## src/rtl/dcache_mem_port.sv

```systemverilog
// rtl/dcache_mem_port.sv - load/store-buffer responder serialising one access over a byte-wide memory bus
// Uncached, one access in flight, little-endian; loads zero-extend, IO writes stall on ioBufferFull.
module dcache_mem_port #(
  parameter int ADDR_WIDTH = 32
) (
  input  logic                  clockIn,
  input  logic                  resetIn,
  input  logic [1:0]            accessType,
  input  logic                  readWriteOut,
  input  logic [31:0]           dataAddr,
  input  logic [31:0]           dataOut,
  output logic                  dataValid,
  output logic [31:0]           dataIn,
  output logic                  dataWriteSuc,
  input  logic [7:0]            memDataIn,
  output logic [7:0]            memDataOut,
  output logic [ADDR_WIDTH-1:0] memAddr,
  output logic                  memWrite,
  input  logic                  ioBufferFull
);

  typedef enum logic [1:0] {
    S_IDLE  = 2'd0,
    S_READ  = 2'd1,
    S_WAIT  = 2'd2,
    S_WRITE = 2'd3
  } state_e;

  state_e      state_q, state_d;
  logic [31:0] addr_q, addr_d;
  logic [31:0] wdata_q, wdata_d;
  logic [31:0] rdata_q, rdata_d;
  logic [1:0]  idx_q, idx_d;
  logic [1:0]  last_q, last_d;
  logic        valid_q, valid_d;
  logic        suc_q, suc_d;

  logic [ADDR_WIDTH-1:0] byte_addr;
  logic                  io_stall;
  logic [1:0]            cap_idx;

  always_ff @(posedge clockIn) begin
    if (!resetIn) begin
      state_q <= S_IDLE;
      addr_q  <= '0;
      wdata_q <= '0;
      rdata_q <= '0;
      idx_q   <= '0;
      last_q  <= '0;
      valid_q <= 1'b0;
      suc_q   <= 1'b0;
    end else begin
      state_q <= state_d;
      addr_q  <= addr_d;
      wdata_q <= wdata_d;
      rdata_q <= rdata_d;
      idx_q   <= idx_d;
      last_q  <= last_d;
      valid_q <= valid_d;
      suc_q   <= suc_d;
    end
  end

  always_comb begin
    state_d    = state_q;
    addr_d     = addr_q;
    wdata_d    = wdata_q;
    rdata_d    = rdata_q;
    idx_d      = idx_q;
    last_d     = last_q;
    valid_d    = 1'b0;
    suc_d      = 1'b0;
    memWrite   = 1'b0;
    memAddr    = '0;
    memDataOut = '0;
    byte_addr  = addr_q[ADDR_WIDTH-1:0] + ADDR_WIDTH'(idx_q);
    io_stall   = (addr_q[17:16] == 2'b11) && ioBufferFull;
    cap_idx    = idx_q - 2'd1;

    case (state_q)
      S_IDLE: begin
        if (accessType != 2'b00) begin
          addr_d = dataAddr;
          idx_d  = 2'd0;
          last_d = (accessType == 2'b01) ? 2'd0 :
                   (accessType == 2'b10) ? 2'd1 : 2'd3;
          if (readWriteOut) begin
            state_d = S_READ;
            rdata_d = '0;
          end else begin
            state_d = S_WRITE;
            wdata_d = dataOut;
          end
        end
      end
      S_READ: begin
        memAddr = byte_addr;
        // Memory answers one cycle late, so this cycle carries the previous address's byte.
        if (idx_q != 2'd0) begin
          rdata_d[{cap_idx, 3'b000} +: 8] = memDataIn;
        end
        if (idx_q == last_q) begin
          state_d = S_WAIT;
        end else begin
          idx_d = idx_q + 2'd1;
        end
      end
      S_WAIT: begin
        rdata_d[{idx_q, 3'b000} +: 8] = memDataIn;
        valid_d = 1'b1;
        state_d = S_IDLE;
      end
      S_WRITE: begin
        memAddr    = byte_addr;
        memDataOut = wdata_q[{idx_q, 3'b000} +: 8];
        if (!io_stall) begin
          memWrite = 1'b1;
          if (idx_q == last_q) begin
            suc_d   = 1'b1;
            state_d = S_IDLE;
          end else begin
            idx_d = idx_q + 2'd1;
          end
        end
      end
      default: state_d = S_IDLE;
    endcase
  end

  assign dataValid    = valid_q;
  assign dataWriteSuc = suc_q;
  assign dataIn       = rdata_q;

endmodule
```

## config.mk

```make
export PLATFORM = sky130hd
export DESIGN_NAME = dcache_mem_port
export DESIGN_NICKNAME = d
export VERILOG_FILES = /design/src/rtl/dcache_mem_port.sv
export SDC_FILE = /design/constraint.sdc
export NUM_CORES = 1
export LEC_CHECK = 0
export BUFFER_PORTS_ARGS = -buffer_cell sky130_fd_sc_hd__buf_2
export CAP_MARGIN = 15
export CORE_MARGIN = 5
export CORE_UTILIZATION = 45
export DETAILED_ROUTE_END_ITERATION = 8
export MAX_ROUTING_LAYER = met4
export PLACE_DENSITY = 0.76
export SETUP_SLACK_MARGIN = 0.2
export SYNTH_ARGS = -nofsm -noshare
export SYNTH_HDL_FRONTEND = slang
export SYNTH_SLANG_ARGS = --single-unit
```

## constraint.sdc

```tcl
create_clock -name clockIn -period 4.5 [get_ports clockIn]
set_input_delay 1.125 -clock clockIn [delete_from_list [all_inputs] [get_ports clockIn]]
set_output_delay 1.125 -clock clockIn [all_outputs]
set_load 0.02 [all_outputs]
```

==> flow_metrics.py <==
metrics = {
    "routing": {
        "wire_per_inst_um": 15.6,
        "routed_wl_mm": 15.1,
        "drc_errors": 0,
        "drt_iter0_markers": 428,
        "drt_pass1_iterations": 5,
        "num_vias": 5407,
        "postRouteAntennaNets": 0,
        "via_per_inst": 5.59,
    },
    "power": {
        "switchingPower_mw": 1.16,
        "switching_share_pct": 38.6,
        "power_leakage_nw": 2.68,
        "total_power_mw": 3.01,
        "ir_drop_mv": 0.182,
        "pwr-share-clk_pct": 25.7,
        "powerDensity_nw_per_um2": 451,
        "intPower_mw": 1.85,
        "p_comb_share_pct": 35.5,
        "p_seq_share_pct": 38.8,
    },
    "timing": {
        "timing.slew.headroom_pct": 43.1,
        "clock_skew_ns": 0.00895,
        "finalCriticalPeriod_ns": 4.03,
        "setup-tns-final_ns": 0,
        "setup_viol": 0,
        "hold_viol": 0,
        "final.period_utilization_pct": 89.5,
        "rsz0062_at_grt": "false",
        "slew_violations": 0,
        "setup_ws_ns": 0.471,
        "worst_pin_slew_ns": 0.853,
        "clock.fmax_mhz": 248,
    },
    "global_routing": {
        "grt-ovfl-total": 0,
        "grt_usage_pct": 20.6,
        "grt_pass1_vias": 4927,
        "antenna_found_initial": 0,
        "grt_max_degree": 70,
        "grt_pass1_wl_mm": 24.0,
    },
    "setup_path": {
        "crit_chain": "buf_4 > ha_1 > a21o_1 > nand4_1 > or4_1 > a21oi_1 > buf_2",
        "crit_buf_inv": 2,
        "worstPathMaxFanout": 20,
        "arrival_ns": 2.90,
        "cp_slowest_cell": "or4_1",
        "critPathRequiredTime_ns": 3.38,
        "slowest_delay_ns": 0.63,
        "critPathKind": "reg2out",
        "r2r_cells": 6,
        "cp.depth": 7,
        "endpoint_kind": "output port",
        "cp-start-kind": "flip-flop",
        "cp_top_family": "simple AND/OR/NAND/NOR gates",
    },
    "synth": {
        "synthXorXnorAreaFrac_pct": 2.23,
        "synthSimpleGateAreaFrac_pct": 22.8,
        "ys_types": 53,
        "ys.flop_type": "dfxtp_1",
        "async_flop_share_pct": 0,
        "yosys_warnings": 0,
        "syn_inst": 688,
        "synth_compound_area_share_pct": 24.9,
        "synth_nets": 781,
        "syn_avg_cell_area_um2": 7.99,
        "seq_area_frac_synth_pct": 37.9,
        "synth-edff-count": 0,
        "ys_ff_latch": 104,
        "synth_mux_area_share_pct": 3.46,
        "synthAdderAreaFrac_pct": 3.55,
        "synth_top_family_by_area": "compound AO/OA/AOI/OAI gates",
        "mappedNetlistArea_um2": 5500,
    },
    "placement": {
        "post-place-cells": 948,
        "gp_congestion": 0.868,
        "place_hpwl_mm": 10.5,
        "portBuffers": 152,
        "place_ws_ns": 0.695,
    },
    "cts": {
        "cts.sinks": 104,
        "cts_setup_buffers": 0,
        "cts_buffer_depth": 2,
        "clkTransAtPathRegs_ns": 0.07,
        "htreeDepth": 3,
        "clockRootBuffer": "clkbuf_16",
        "cts_tree": "yes",
        "numCtsBuffers": 9,
        "worstSkewPairLatency_ns": 0.34,
    },
    "flow_run": {
        "maxCapViolCount": 0,
    },
    "floorplanning": {
        "fp.dieH_um": 121,
        "die_w_um": 121,
        "ios": 153,
        "coreArea_um2": 12000,
        "num_rows": 40,
        "start_util_pct": 45.8,
        "die-area_um2": 14500,
    },
    "cells_and_area": {
        "final_core_utilization_pct": 55.5,
        "finalNonFillerCells": 967,
        "fill_cells": 1137,
        "area_growth_syn_to_layout_pct": 21.2,
        "drive_above_1_share_pct": 24.2,
        "fin_nets": 907,
    },
    "run_status": {
        "status": "finished clean",
    },
    "worst_hold_path": {
        "min_path_cells": 2,
        "hold_path.class": "reg2reg",
    },
}
cell type report:
| cell class | count | area (um2) | area share [%] |
|---|---|---|---|
| well taps | 147 | 184 | 2.76 |
| inverters | 25 | 93.8 | 1.41 |
| flip-flops and latches | 104 | 2080 | 31.2 |
| diodes | 1 | 2.50 | 0.0375 |
| clock buffers | 11 | 233 | 3.49 |
| repair buffers | 164 | 875 | 13.1 |
| multi-input cells | 510 | 3140 | 47.1 |
| clock inverters | 5 | 57.6 | 0.863 |
cell families after synthesis:
family,count (synthesis)
AOI/OAI and AO/OA,206
adders and majority gates,15
and+or+nand+nor,266
xor gates and xnor gates,14
DFF,104
buffers and inverters,74
muxes,9
layer usage:
layer | global-route usage, % | share of wire [%] | up-vias
met4 | 7.44 | 1.3 | 0
met3 | 2.10 | 5.4 | 22
met1 | 27.6 | 47 | 2506
li1 | - | - | 2705
met2 | 32.4 | 46 | 174
met5 | - | 0 | -
worst reg2reg max path: stages (launching register included):
cell and delay [ns]:
dfxtp_1 0.36, inv_1 0.14, ha_1 0.74, nor3_1 0.13, a2111o_1 0.71, nor2_1 0.54
a22o_1 0.23
per-stage QoR:
stage               hold slack [ns]  cell area, um2
global placement              0.440            6330
finish                        0.453            6670
global route                  0.471            6670
floorplan                     0.433            5500
detailed placement            0.448            6330
CTS                           0.458            6620
final timing paths:
kind | start | to | slack (ns)
worst max-delay path | idx_q[1]$_SDFFE_PN0P_ | memAddr[29] | 0.47
worst min-delay path | wdata_q[15]$_SDFFE_PN0P_ | wdata_q[15]$_SDFFE_PN0P_ | 0.45
worst max register to register | state_q[0]$_SDFFE_PN0P_ | dataIn[0]$_SDFFE_PN0P_ | 1.59
worst min register to register | wdata_q[15]$_SDFFE_PN0P_ | wdata_q[15]$_SDFFE_PN0P_ | 0.45
power by group through the flow:
| stage | combinational [mW] | sequential, mW | clock [mW] |
|---|---|---|---|
| 5_1_grt | 1.19 | 1.19 | 0.824 |
| 3_3_place_gp | 1.04 | 1.18 | 0 |
| 6_report | 1.07 | 1.17 | 0.772 |
| 3_5_place_dp | 1.05 | 1.19 | 0 |
| 2_1_floorplan | 0.751 | 1.17 | 0 |
| 4_1_cts | 1.05 | 1.17 | 0.794 |
layout by cell type (no fill, tap or decap), types with 14 or more instances in the layout:
master / synthesis / final
o21ai_0: 14 / 14
ha_1: 14 / 14
nor2_1: 21 / 19
dfxtp_1: 104 / 104
a22o_1: 30 / 30
nand2_1: 158 / 158
a21oi_1: 86 / 86
inv_1: 24 / 24
o2bb2ai_1: 25 / 25
buf_2: 3 / 152
a22oi_1: 16 / 16
sequential cells by signal (all words and copies together), names as in the netlist:
name          cells
addr_q           32
dataIn           32
dataValid         1
dataWriteSuc      1
idx_q             2
last_q            2
state_q           2
wdata_q          32
synth_stat cells (3+ instances only):
master	count	area, um2
nand4_1	7	43.8
or4_1	10	75.1
mux4_2	8	180
xor2_1	10	87.6
a21oi_1	86	430
nor2b_1	6	37.5
or3_1	9	56.3
o2bb2ai_1	25	219
xnor2_1	4	35.0
o22ai_1	8	50.1
buf_2	3	15.0
a211oi_1	3	22.5
clkbuf_1	42	158
buf_1	3	11.3
nand2b_1	4	25.0
dfxtp_1	104	2080
ha_1	14	175
inv_1	24	90.1
a22oi_1	16	120
nor4bb_1	3	30.0
and4_1	4	35.0
nor2_1	21	78.8
nand3_1	12	60.1
nor4_1	4	25.0
o21ai_0	14	70.1
a22o_1	30	263
o31ai_1	10	75.1
nand2_1	158	593
and3_1	4	25.0
and2_1	11	68.8
nor3_1	4	20.0
timing repair:
action                     in CTS  in global routing
hold endpoints to repair        0                  0
setup endpoints to repair       0                  7
gates resized for setup         0                  1
hold buffers                    0                  0
No activity file was read; power rests on OpenSTA's default activity.
